`config.mk`:
```
export PLATFORM = sky130hd
export DESIGN_NAME = hazard_scoreboard
export DESIGN_NICKNAME = d
export VERILOG_FILES = /design/src/rtl/hazard_scoreboard.sv
export SDC_FILE = /design/constraint.sdc
export NUM_CORES = 1
export LEC_CHECK = 0
export BUFFER_PORTS_ARGS = -buffer_cell sky130_fd_sc_hd__buf_4
export CAP_MARGIN = 20
export CORE_MARGIN = 4
export CORE_UTILIZATION = 50
export CTS_CLUSTER_DIAMETER = 80
export DETAILED_ROUTE_END_ITERATION = 10
export PLACE_DENSITY = 0.74
export REMOVE_ABC_BUFFERS = 1
export SETUP_SLACK_MARGIN = 0.05
export SLEW_MARGIN = 0
export SYNTH_ARGS = -nofsm -noshare
export SYNTH_HDL_FRONTEND = slang
export SYNTH_SLANG_ARGS = --single-unit
```
`constraint.sdc`:
```
create_clock -name clk -period 10.8 [get_ports clk]
set_input_delay 3.24 -clock clk [delete_from_list [all_inputs] [get_ports clk]]
set_output_delay 3.24 -clock clk [all_outputs]
set_load 0.03 [all_outputs]
```
`src/rtl/hazard_scoreboard.sv`:
```
// hazard_scoreboard: load-use detect plus per-register pending-write scoreboard for long-latency units.
// Latency: stall/bubble are combinational from ID; scoreboard sets/clears land next cycle (HAZARD_SB_WB_BYPASS_EN: writeback releases same cycle).
// Backpressure: any hazard holds PC and IF/ID and injects a bubble into ID/EX; optional macro HAZARD_SB_WB_BYPASS_EN.
module hazard_scoreboard #(
  parameter int NUM_SRC  = 3,
  parameter int NUM_REGS = 32,
  parameter int RA_W     = 5,
  parameter int CNT_W    = 32
) (
  input  logic                    clk,
  input  logic                    reset,
  input  logic                    id_valid,
  input  logic [NUM_SRC*RA_W-1:0] id_rs,
  input  logic [NUM_SRC-1:0]      id_rs_used,
  input  logic [RA_W-1:0]         id_rd,
  input  logic                    id_reg_write,
  input  logic                    id_is_long,
  input  logic                    idex_mem_read,
  input  logic [RA_W-1:0]         idex_rd,
  input  logic                    long_busy,
  input  logic                    long_wb_valid,
  input  logic [RA_W-1:0]         long_wb_rd,
  input  logic                    ex_kill,
  input  logic [RA_W-1:0]         ex_kill_rd,
  input  logic                    ex_kill_long,
  output logic                    stall_pc,
  output logic                    stall_ifid,
  output logic                    bubble_idex,
  output logic [NUM_REGS-1:0]     pending,
  output logic [CNT_W-1:0]        stall_cycles
);

  logic [NUM_REGS-1:0] pending_q, pending_d;
  logic [NUM_REGS-1:0] pend_view, wb_onehot;
  logic [CNT_W-1:0]    stall_cycles_q, stall_cycles_d;
  logic [NUM_SRC-1:0]  src_hit, src_lu;
  logic                load_use, waw, struct_haz, stall, issue;

  // Look up a register in a pending vector; x0 and out-of-range addresses are never pending.
  function automatic logic view_bit(input logic [NUM_REGS-1:0] vec, input logic [RA_W-1:0] a);
    logic hit;
    hit = 1'b0;
    for (int r = 1; r < NUM_REGS; r++) begin
      if (a == RA_W'(r)) hit = vec[r];
    end
    return hit;
  endfunction

  // One-hot of the retiring register, with x0 and out-of-range addresses dropped.
  always_comb begin
    wb_onehot = '0;
    for (int r = 1; r < NUM_REGS; r++) begin
      if (long_wb_valid && (long_wb_rd == RA_W'(r))) wb_onehot[r] = 1'b1;
    end
  end

`ifdef HAZARD_SB_WB_BYPASS_EN
  // A retiring result is forwarded, so its register stops blocking in the writeback cycle.
  assign pend_view = pending_q & ~wb_onehot;
`else
  // Dependents wait until the cleared bit is visible in the register.
  assign pend_view = pending_q;
`endif

  // Hazard detection over all source operands plus WAW and structural checks.
  always_comb begin
    src_hit = '0;
    src_lu  = '0;
    for (int i = 0; i < NUM_SRC; i++) begin
      src_hit[i] = id_valid & id_rs_used[i] & (id_rs[i*RA_W +: RA_W] != '0) &
                   view_bit(pend_view, id_rs[i*RA_W +: RA_W]);
      src_lu[i]  = id_rs_used[i] & (id_rs[i*RA_W +: RA_W] == idex_rd);
    end
    load_use   = id_valid & idex_mem_read & (idex_rd != '0) & (|src_lu);
    waw        = id_valid & id_reg_write & (id_rd != '0) & view_bit(pend_view, id_rd);
    struct_haz = id_valid & id_is_long & long_busy;
    stall      = load_use | (|src_hit) | waw | struct_haz;
    issue      = id_valid & ~stall;
  end

  assign stall_pc     = stall;
  assign stall_ifid   = stall;
  assign bubble_idex  = stall;
  assign pending      = pending_q;
  assign stall_cycles = stall_cycles_q;

  // Scoreboard update: writeback clear, then kill clear, then issue set (a new producer wins).
  always_comb begin
    pending_d = pending_q;
    for (int r = 1; r < NUM_REGS; r++) begin
      if (wb_onehot[r]) pending_d[r] = 1'b0;
      if (ex_kill && ex_kill_long && (ex_kill_rd == RA_W'(r))) pending_d[r] = 1'b0;
      if (issue && id_is_long && id_reg_write && (id_rd == RA_W'(r))) pending_d[r] = 1'b1;
    end
    pending_d[0] = 1'b0;
  end

  // Saturating count of stalled cycles.
  always_comb begin
    stall_cycles_d = stall_cycles_q;
    if (stall && (stall_cycles_q != '1)) stall_cycles_d = stall_cycles_q + CNT_W'(1);
  end

  // State registers with immediate reset.
  always_ff @(posedge clk or posedge reset) begin
    if (reset) begin
      pending_q      <= '0;
      stall_cycles_q <= '0;
    end else begin
      pending_q      <= pending_d;
      stall_cycles_q <= stall_cycles_d;
    end
  end

endmodule

```
==> flow_summary.ini, run 1 <==
[status]
status = finished, final reports clean

[power_and_ir_drop]
p_sw_mw = 0.379
intPower_mw = 0.507
pwr-share-comb = 0.366
peakVddDrop_v = 0.0000971
p_per_area_mw_per_mm2 = 135
power_frac_clock = 0.243
p_sw_frac = 0.428
pwr-share-seq = 0.391
p_leak_nw = 2.74

[clocking]
cts_setup_buffers = 0
clock_latency_ps = 360
clock-root-buffer = clkbuf_8
clockBufferDepth = 2
clkSinkCount = 63
hold_buffers = 0
clk_pin_slew_ps = 80
post_cts_resized = 0
numCtsBuffers = 9
htreeDepth = 3
tritoncts = built

[timing]
skew_ps = 15.0
fin_tns_setup_ps = 0
holdWs_ps = 504
rsz0062_at_grt = no
final.period_utilization = 0.839
final.min_clock_period_ps = 9060
slew_headroom = 0.455
hold_viol = 0
setup_viol = 0
maxSlewViolCount = 0
worst_pin_slew_ps = 817
timing.fmax_mhz = 110

[final_layout]
multi_input_area_mm2 = 0.00369
drive_above_1_share = 0.226
finalNetCount = 811
areaGrowthSynthToFinish_pct = 17.3
seqCellArea_mm2 = 0.00158
fillers = 968
diodes = 0

[synth]
synthAdderAreaFrac = 0.00224
ys_warn_count = 0
synth-edff-count = 0
synth_mux_area_frac = 0.0340
synth_xor_area_frac = 0.0736
ys_ff_latch = 63
ys_async_sr_fraction = 1.00
ys.flop_type = dfrtp_1
avgSynthCellArea_um2 = 8.13
synth_compound_area_frac = 0.233
synth_cells = 688
synth_simple_gate_area_share = 0.316
seq_area_frac_synth = 0.282
netlist_area_mm2 = 0.00559
synth_top_area_cell = dfrtp_1
synth_top_area_share = 0.282
synth_cell_types = 78
synthTopCellsByArea = dfrtp_1 (28%), xor2_1 (6.9%), o221ai_1 (4.1%)
synth_top_family_by_area = simple AND/OR/NAND/NOR gates

[routing]
antenna_left = 0
top_layer_used = met4
wl_met2_mm = 8.78
drc = 0
drt_iter0_markers = 678
first_pass_iters = 6
vias = 6146
m1WireLength_mm = 7.96
wl_per_cell_um = 22.0
wirelength_mm = 20.0
via_per_inst = 6.78
dr_wl_met3_mm = 2.20

[flow_run]
drv_cap = 0

[worst_setup_path]
critPathMaxStageDelay_ps = 440
critical_path_arrival_ps = 5820
endpoint_kind = output pin
path_max_fanout = 36
required_ps = 7560
crit_path_frequent_cell = buf_4
cp_slowest_cell = or3_4
path_class = input pin to output pin
crit_chain = buf_4 -> or3_4 -> o221a_2 -> o2111ai_1 -> nand4_1 -> a211oi_1 -> o2111ai_1 -> and4b_2 -> buf_4 -> inv_1 -> buf_4
start_kind = input pin

[place]
gp_congestion = 0.950
hpwl_mm = 14.0
placement.io_buffers = 113

[floorplanning]
die_h_um = 114
design.die.area_mm2 = 0.0129
fp.coreArea_mm2 = 0.0109
dieWidth_um = 114
pin_count = 115
start_util = 0.513
row_count = 38

[global_routing]
track_usage = 0.302
gr-total-overflow = 0
grt_pass1_wl_mm = 30.8
grt_pass1_vias = 5806
antenna_found_initial = 0
grt_max_degree = 64

[min_path]
min_path_type = flip-flop to flip-flop
## cells in the mapped netlist, types with 7 or more instances
| cell type | n |
|---|---|
| a211oi_1 | 7 |
| a21oi_1 | 35 |
| and3_1 | 14 |
| buf_2 | 25 |
| buf_4 | 9 |
| clkbuf_1 | 10 |
| dfrtp_1 | 63 |
| inv_1 | 14 |
| mux2_2 | 7 |
| mux2i_1 | 10 |
| nand2_1 | 52 |
| nand2b_1 | 22 |
| nand3_1 | 29 |
| nand4_1 | 18 |
| nor2_1 | 43 |
| nor2b_1 | 21 |
| nor3_1 | 18 |
| nor3_2 | 13 |
| nor4_1 | 9 |
| o21ai_0 | 33 |
| o21ai_1 | 23 |
| o221ai_1 | 26 |
| o22ai_1 | 7 |
| or3_1 | 8 |
| xor2_1 | 44 |
## registers in the layout, summed over array words and instances, names as in the netlist
name          flops
stall_cycles     32
pending          31
## logic make-up (layout without fill, tap and decap cells)
family          Yosys count  after routing
mux                      18             18
compound gates          193            193
xor+xnor                 47             47
flops                    63             63
buf+inv                  66            145
fa+ha+maj                 1              1
simple gates            299            299
other cells               1              1
## final timing paths
kind	startpoint	endpoint	slack, ps	depth (start not counted)
max in group asynchronous	reset	stall_cycles[4]	7130	3
worst max register to register	pending[3]	pending[28]	7560	10
worst min-delay path	stall_cycles[30]	stall_cycles[30]	500	1
worst max-delay path	id_rd[2]	stall_ifid	1740	11
worst min register to register	stall_cycles[30]	stall_cycles[30]	500	1
min in group asynchronous	reset	pending[5]	3130	3
## layout by cell type, fill, tap and decap left out, types with 7 or more instances in the layout
cell / n
a211oi_1: 7
buf_4: 115
o22ai_1: 7
nand4_1: 18
xor2_1: 44
o221ai_1: 26
a21oi_1: 35
nor2_1: 43
or3_1: 8
nor2b_1: 21
mux2i_1: 10
inv_1: 13
and3_1: 14
nand3_1: 29
nor4_1: 9
o21ai_0: 33
nand2b_1: 22
nor3_2: 13
o21ai_1: 23
clkbuf_8: 10
nand2_1: 52
dfrtp_1: 63
nor3_1: 18
mux2_2: 7
## critical path, delay by kind of cell
kind,cells,cell delay (ps)
AND/OR/NAND/NOR,3,870
buffers and inverters,4,960
AO/OA/AOI/OAI,4,760
## power by group through the flow
| stage | Sequential [mW] | Clock [mW] | Combinational [mW] |
|---|---|---|---|
| global placement | 0.345 | 0 | 0.316 |
| finish | 0.346 | 0.215 | 0.324 |
| CTS | 0.343 | 0.219 | 0.323 |
| global route | 0.349 | 0.234 | 0.348 |
| detailed placement | 0.346 | 0 | 0.323 |
| floorplan | 0.393 | 0 | 0.118 |
## metal layers
layer | global-route usage | vias to the layer above
li1 | - | 2737
met1 | 0.412 | 2896
met2 | 0.460 | 419
met3 | 0.0509 | 94
met4 | 0.155 | 0
met5 | 0 | -
## stage by stage
stage          total power [mW]   util  setup slack [ps]  cells  area (um2)
2_1_floorplan             0.511      -              1190    636        5320
3_3_place_gp              0.660  0.584              1850    891        6350
3_5_place_dp              0.669  0.584              1740    891        6350
4_1_cts                   0.885  0.603              1720    907        6560
5_1_grt                   0.931  0.603              1540    907        6560
6_report                  0.885  0.603              1740    907        6560
## final cells by class
type	count	area share
clock buffers	10	0.0210
repair buffers	115	0.132
flip-flops and latches	63	0.240
clock inverters	6	0.0103
multi-input cells	559	0.562
inverters	14	0.00801
well taps	140	0.0267
No activity file was read; power rests on OpenSTA's default activity.
==> run 2: changes to the inputs <==
==> constraint.sdc (replaced) <==
create_clock -name clk -period 9.3 [get_ports clk]
set_input_delay 2.79 -clock clk [delete_from_list [all_inputs] [get_ports clk]]
set_output_delay 2.79 -clock clk [all_outputs]
set_load 0.03 [all_outputs]
==> flow_summary.ini, run 2 (synthesis gave the netlist of run 1 again) <==
[place]
gp_congestion = 0.944
placedCellCount = 891
dp_slack_ps = 1690
placement.io_buffers = 113
hpwl_mm = 13.8

[worst_setup_path]
critPathMaxStageDelay_ps = 530
start_kind = input pin
cp_slowest_cell = or4b_1
crit_buf_inv = 3
crit_chain = buf_4 -> or4b_1 -> a21oi_1 -> a21oi_1 -> a311oi_1 -> a21oi_1 -> o21ai_1 -> and4b_2 -> inv_1 -> buf_4
endpoint_kind = output pin
crit_path_frequent_cell = a21oi_1
path_class = input pin to output pin
critical_path_arrival_ps = 4840
required_ps = 6510
path_max_fanout = 27
path_delay_family = simple AND/OR/NAND/NOR gates

[final_layout]
final_common_cell = buf_4
drive_above_1_share = 0.224
diodes = 0
finalNetCount = 811
final_cell_mix = buf_4 (115), dfrtp_1 (63), nand2_1 (52)
areaGrowthSynthToFinish_pct = 17.1
largest_reg_flops = 32
final_cells = 907

[clocking]
clockBufferDepth = 2
post_cts_resized = 0
tritoncts = built
hold_buffers = 0
clock-root-buffer = clkbuf_8
clkSinkCount = 63
clk_pin_slew_ps = 60
clock_latency_ps = 350
htreeDepth = 3
cts_setup_buffers = 0
numCtsBuffers = 9

[timing]
final.period_utilization = 0.821
slew_headroom = 0.462
final.min_clock_period_ps = 7630
fin_tns_setup_ps = 0
maxSlewViolCount = 0
holdWs_ps = 489
rsz0062_at_grt = no
worst_pin_slew_ps = 806
setup_viol = 0
fin_ws_ps = 1670
hold_viol = 0
timing.fmax_mhz = 131
skew_ps = 16.1

[routing]
wl_per_cell_um = 21.8
vias = 6071
drt_iter0_markers = 796
via_per_inst = 6.69
wirelength_mm = 19.8
drc = 0
first_pass_iters = 6
antenna_left = 0

[floorplanning]
fp.coreArea_mm2 = 0.0109
die_h_um = 114
dieWidth_um = 114
start_util = 0.513
pin_count = 115
design.die.area_mm2 = 0.0129
row_count = 38

[min_path]
min_path_type = flip-flop to flip-flop

[global_routing]
grt_pass1_vias = 5749
antenna_found_initial = 0
track_usage = 0.295
grt_pass1_wl_mm = 30.4
gr-total-overflow = 0
grt_max_degree = 64

[flow_run]
drv_cap = 0

[power_and_ir_drop]
p_leak_nw = 2.74
p_per_area_mw_per_mm2 = 154
peakVddDrop_v = 0.000108

[status]
status = finished, final reports clean
## run 2: changes by cell type in the layout (fill, tap and decap cells not counted)
| cell | delta |
|---|---|
| clkinv_2 | +2 |
| clkbuf_8 | -1 |
| clkbuf_1 | +1 |
| inv_6 | -2 |
| clkinvlp_4 | -1 |
| clkinv_4 | +1 |
## run 2: cell type report
class | instances | area [um2]
well taps | 140 | 175
inverters | 14 | 52.6
repair buffers | 115 | 863
clock buffers | 10 | 128
fillers | 961 | 4340
flip-flops and latches | 63 | 1580
multi-input cells | 559 | 3690
clock inverters | 6 | 61.3
## run 2: path summary, 6_finish.rpt
path,start,endpoint,slack [ps],depth (start not counted)
setup / recovery,id_rs[1],bubble_idex,1670,10
min in group asynchronous,reset,pending[6],2670,3
setup reg to reg,pending[23],pending[20],5950,9
hold / removal,stall_cycles[30],stall_cycles[30],490,1
max in group asynchronous,reset,stall_cycles[16],6090,3
hold reg to reg,stall_cycles[30],stall_cycles[30],490,1
## run 2: power breakdown
part,internal (mW),switching [mW]
clock network,0.123,0.110
logic,0.140,0.235
registers,0.316,0.0857
total,0.579,0.431
## run 2: layer usage
metal / part of all wire / global-route usage / vias up
li1: - / - / 2737
met1: 0.42 / 0.396 / 2897
met2: 0.45 / 0.469 / 375
met3: 0.092 / 0.0573 / 62
met4: 0.037 / 0.122 / 0
met5: 0 / 0 / -
## run 2: stage by stage
step                area (um2)  power, mW  utilization
floorplan                 5320      0.593            -
global placement          6350      0.767        0.584
detailed placement        6350      0.775        0.584
CTS                       6540       1.01        0.601
global route              6540       1.06        0.601
finish                    6540       1.01        0.601
==> run 3: changes to the inputs <==
--- a/config.mk
+++ b/config.mk
@@ -11,7 +11,7 @@
 export CORE_UTILIZATION = 50
 export CTS_CLUSTER_DIAMETER = 80
 export DETAILED_ROUTE_END_ITERATION = 10
-export PLACE_DENSITY = 0.74
+export PLACE_DENSITY = 0.77
 export REMOVE_ABC_BUFFERS = 1
 export SETUP_SLACK_MARGIN = 0.05
 export SLEW_MARGIN = 0
==> constraint.sdc (replaced) <==
create_clock -name clk -period 6.8 [get_ports clk]
set_input_delay 2.04 -clock clk [delete_from_list [all_inputs] [get_ports clk]]
set_output_delay 2.04 -clock clk [all_outputs]
set_load 0.03 [all_outputs]
==> flow_summary.ini, run 3 (synthesis gave the netlist of run 1 again) <==
[status]
status = finished, final reports clean

[place]
placedCellCount = 891
placement.io_buffers = 113
dp_slack_ps = 619
placed_cell_area_mm2 = 0.00635
hpwl_mm = 13.8
gp_congestion = 1.06

[routing]
drc = 0
via_per_inst = 6.82
vias = 6187
wirelength_mm = 19.4
first_pass_iters = 8
drt_iter0_markers = 1042
wl_per_cell_um = 21.4
antenna_left = 0

[final_layout]
multi_input_area_mm2 = 0.00369
diodes = 0
finalNetCount = 811
final_cell_mix = buf_4 (115), dfrtp_1 (63), nand2_1 (52)
largest_reg_flops = 32
drive_above_1_share = 0.224
seqCellArea_mm2 = 0.00158
final_cells = 907
fin_area_mm2 = 0.00655
areaGrowthSynthToFinish_pct = 17.2
final_common_cell = buf_4
fillers = 931

[flow_run]
drv_cap = 0

[timing]
setup_viol = 0
maxSlewViolCount = 0
timing.fmax_mhz = 161
fin_ws_ps = 590
final.min_clock_period_ps = 6210
hold_viol = 0
worst_pin_slew_ps = 807
slew_headroom = 0.462
fin_tns_setup_ps = 0
skew_ps = 21.0
final.period_utilization = 0.913
rsz0062_at_grt = no

[global_routing]
grt_max_degree = 64
grt_pass1_vias = 5776
gr-total-overflow = 0
antenna_found_initial = 0
track_usage = 0.296
grt_pass1_wl_mm = 30.4

[worst_setup_path]
path_max_fanout = 29
critical_path_arrival_ps = 4170
r2r_end = pending[16]
start_kind = input pin
endpoint_kind = output pin
r2r_slack_ps = 3460
critPathMaxStageDelay_ps = 350
cp_slowest_cell = mux2_1
path_class = input pin to output pin
crit_chain = buf_4 -> mux2_1 -> and3_1 -> a211oi_1 -> o21ai_0 -> a211oi_1 -> o2111ai_1 -> and4b_2 -> inv_1 -> buf_4
required_ps = 4760
reg2reg_from = pending[3]
rr_worst_depth = 10

[power_and_ir_drop]
p_per_area_mw_per_mm2 = 213
power_mw = 1.39
p_sw_frac = 0.429
power_frac_clock = 0.236
intPower_mw = 0.795
peakVddDrop_v = 0.000166
p_sw_mw = 0.598
pwr-share-seq = 0.396
p_leak_nw = 2.74
pwr-share-comb = 0.368

[floorplanning]
start_util = 0.513
dieWidth_um = 114
row_count = 38
die_h_um = 114
pin_count = 115
fp.coreArea_mm2 = 0.0109
design.die.area_mm2 = 0.0129

[clocking]
cts_setup_buffers = 0
tritoncts = built
post_cts_resized = 0
clock-root-buffer = clkbuf_8
clkSinkCount = 63
numCtsBuffers = 9
clk_pin_slew_ps = 70
hold_buffers = 0
htreeDepth = 3
clockBufferDepth = 2
clock_latency_ps = 360

[min_path]
hold_depth = 1
min_path_type = flip-flop to flip-flop
min_to = stall_cycles[28]
hold_start = stall_cycles[28]
==> run 3: through the flow <==
| step | hold WS (ps) | utilization |
|---|---|---|
| 2_1_floorplan | 658 | - |
| 3_3_place_gp | 474 | 0.584 |
| 3_5_place_dp | 479 | 0.584 |
| 4_1_cts | 493 | 0.602 |
| 5_1_grt | 501 | 0.602 |
| 6_report | 494 | 0.602 |
==> run 3: area by class of cell <==
type	count	area share
repair buffers	115	0.132
well taps	140	0.0267
flip-flops and latches	63	0.241
multi-input cells	559	0.563
inverters	14	0.00802
clock inverters	6	0.0103
clock buffers	10	0.0195
==> run 3: metal layers <==
| metal | GRT usage | vias to the layer above | wire length (um) |
|---|---|---|---|
| met5 | 0 | - | 0 |
| met4 | 0.186 | 0 | 1230 |
| met3 | 0.0584 | 105 | 2200 |
| met2 | 0.424 | 428 | 8410 |
| met1 | 0.408 | 2923 | 7580 |
| li1 | - | 2731 | - |
==> run 3: how the worst max path moves through the flow <==
stage	from	end	slack, ps	cells after the start
2_1_floorplan	id_rd[2]	bubble_idex	-410	8
3_3_place_gp	id_rs[11]	bubble_idex	650	10
3_5_place_dp	id_rs[11]	stall_ifid	620	10
4_1_cts	id_rs[11]	stall_ifid	610	10
5_1_grt	id_rs[11]	stall_pc	470	10
6_report	id_rs[11]	stall_pc	590	10
==> run 3: power by group through the flow <==
stage                     clock network, mW  registers, mW  logic, mW
after floorplan                           0          0.624      0.188
after global placement                    0          0.548      0.499
after detailed placement                  0          0.551      0.508
after CTS                             0.331          0.544      0.510
after global routing                  0.349          0.557      0.547
final                                 0.329          0.551      0.512
==> run 3: worst max-delay path: cells and delay by family <==
kind                   cells  cell delay [ps]
buffers and inverters      3              510
multiplexers               1              350
AND/OR/NAND/NOR            2              520
AO/OA/AOI/OAI              4              740
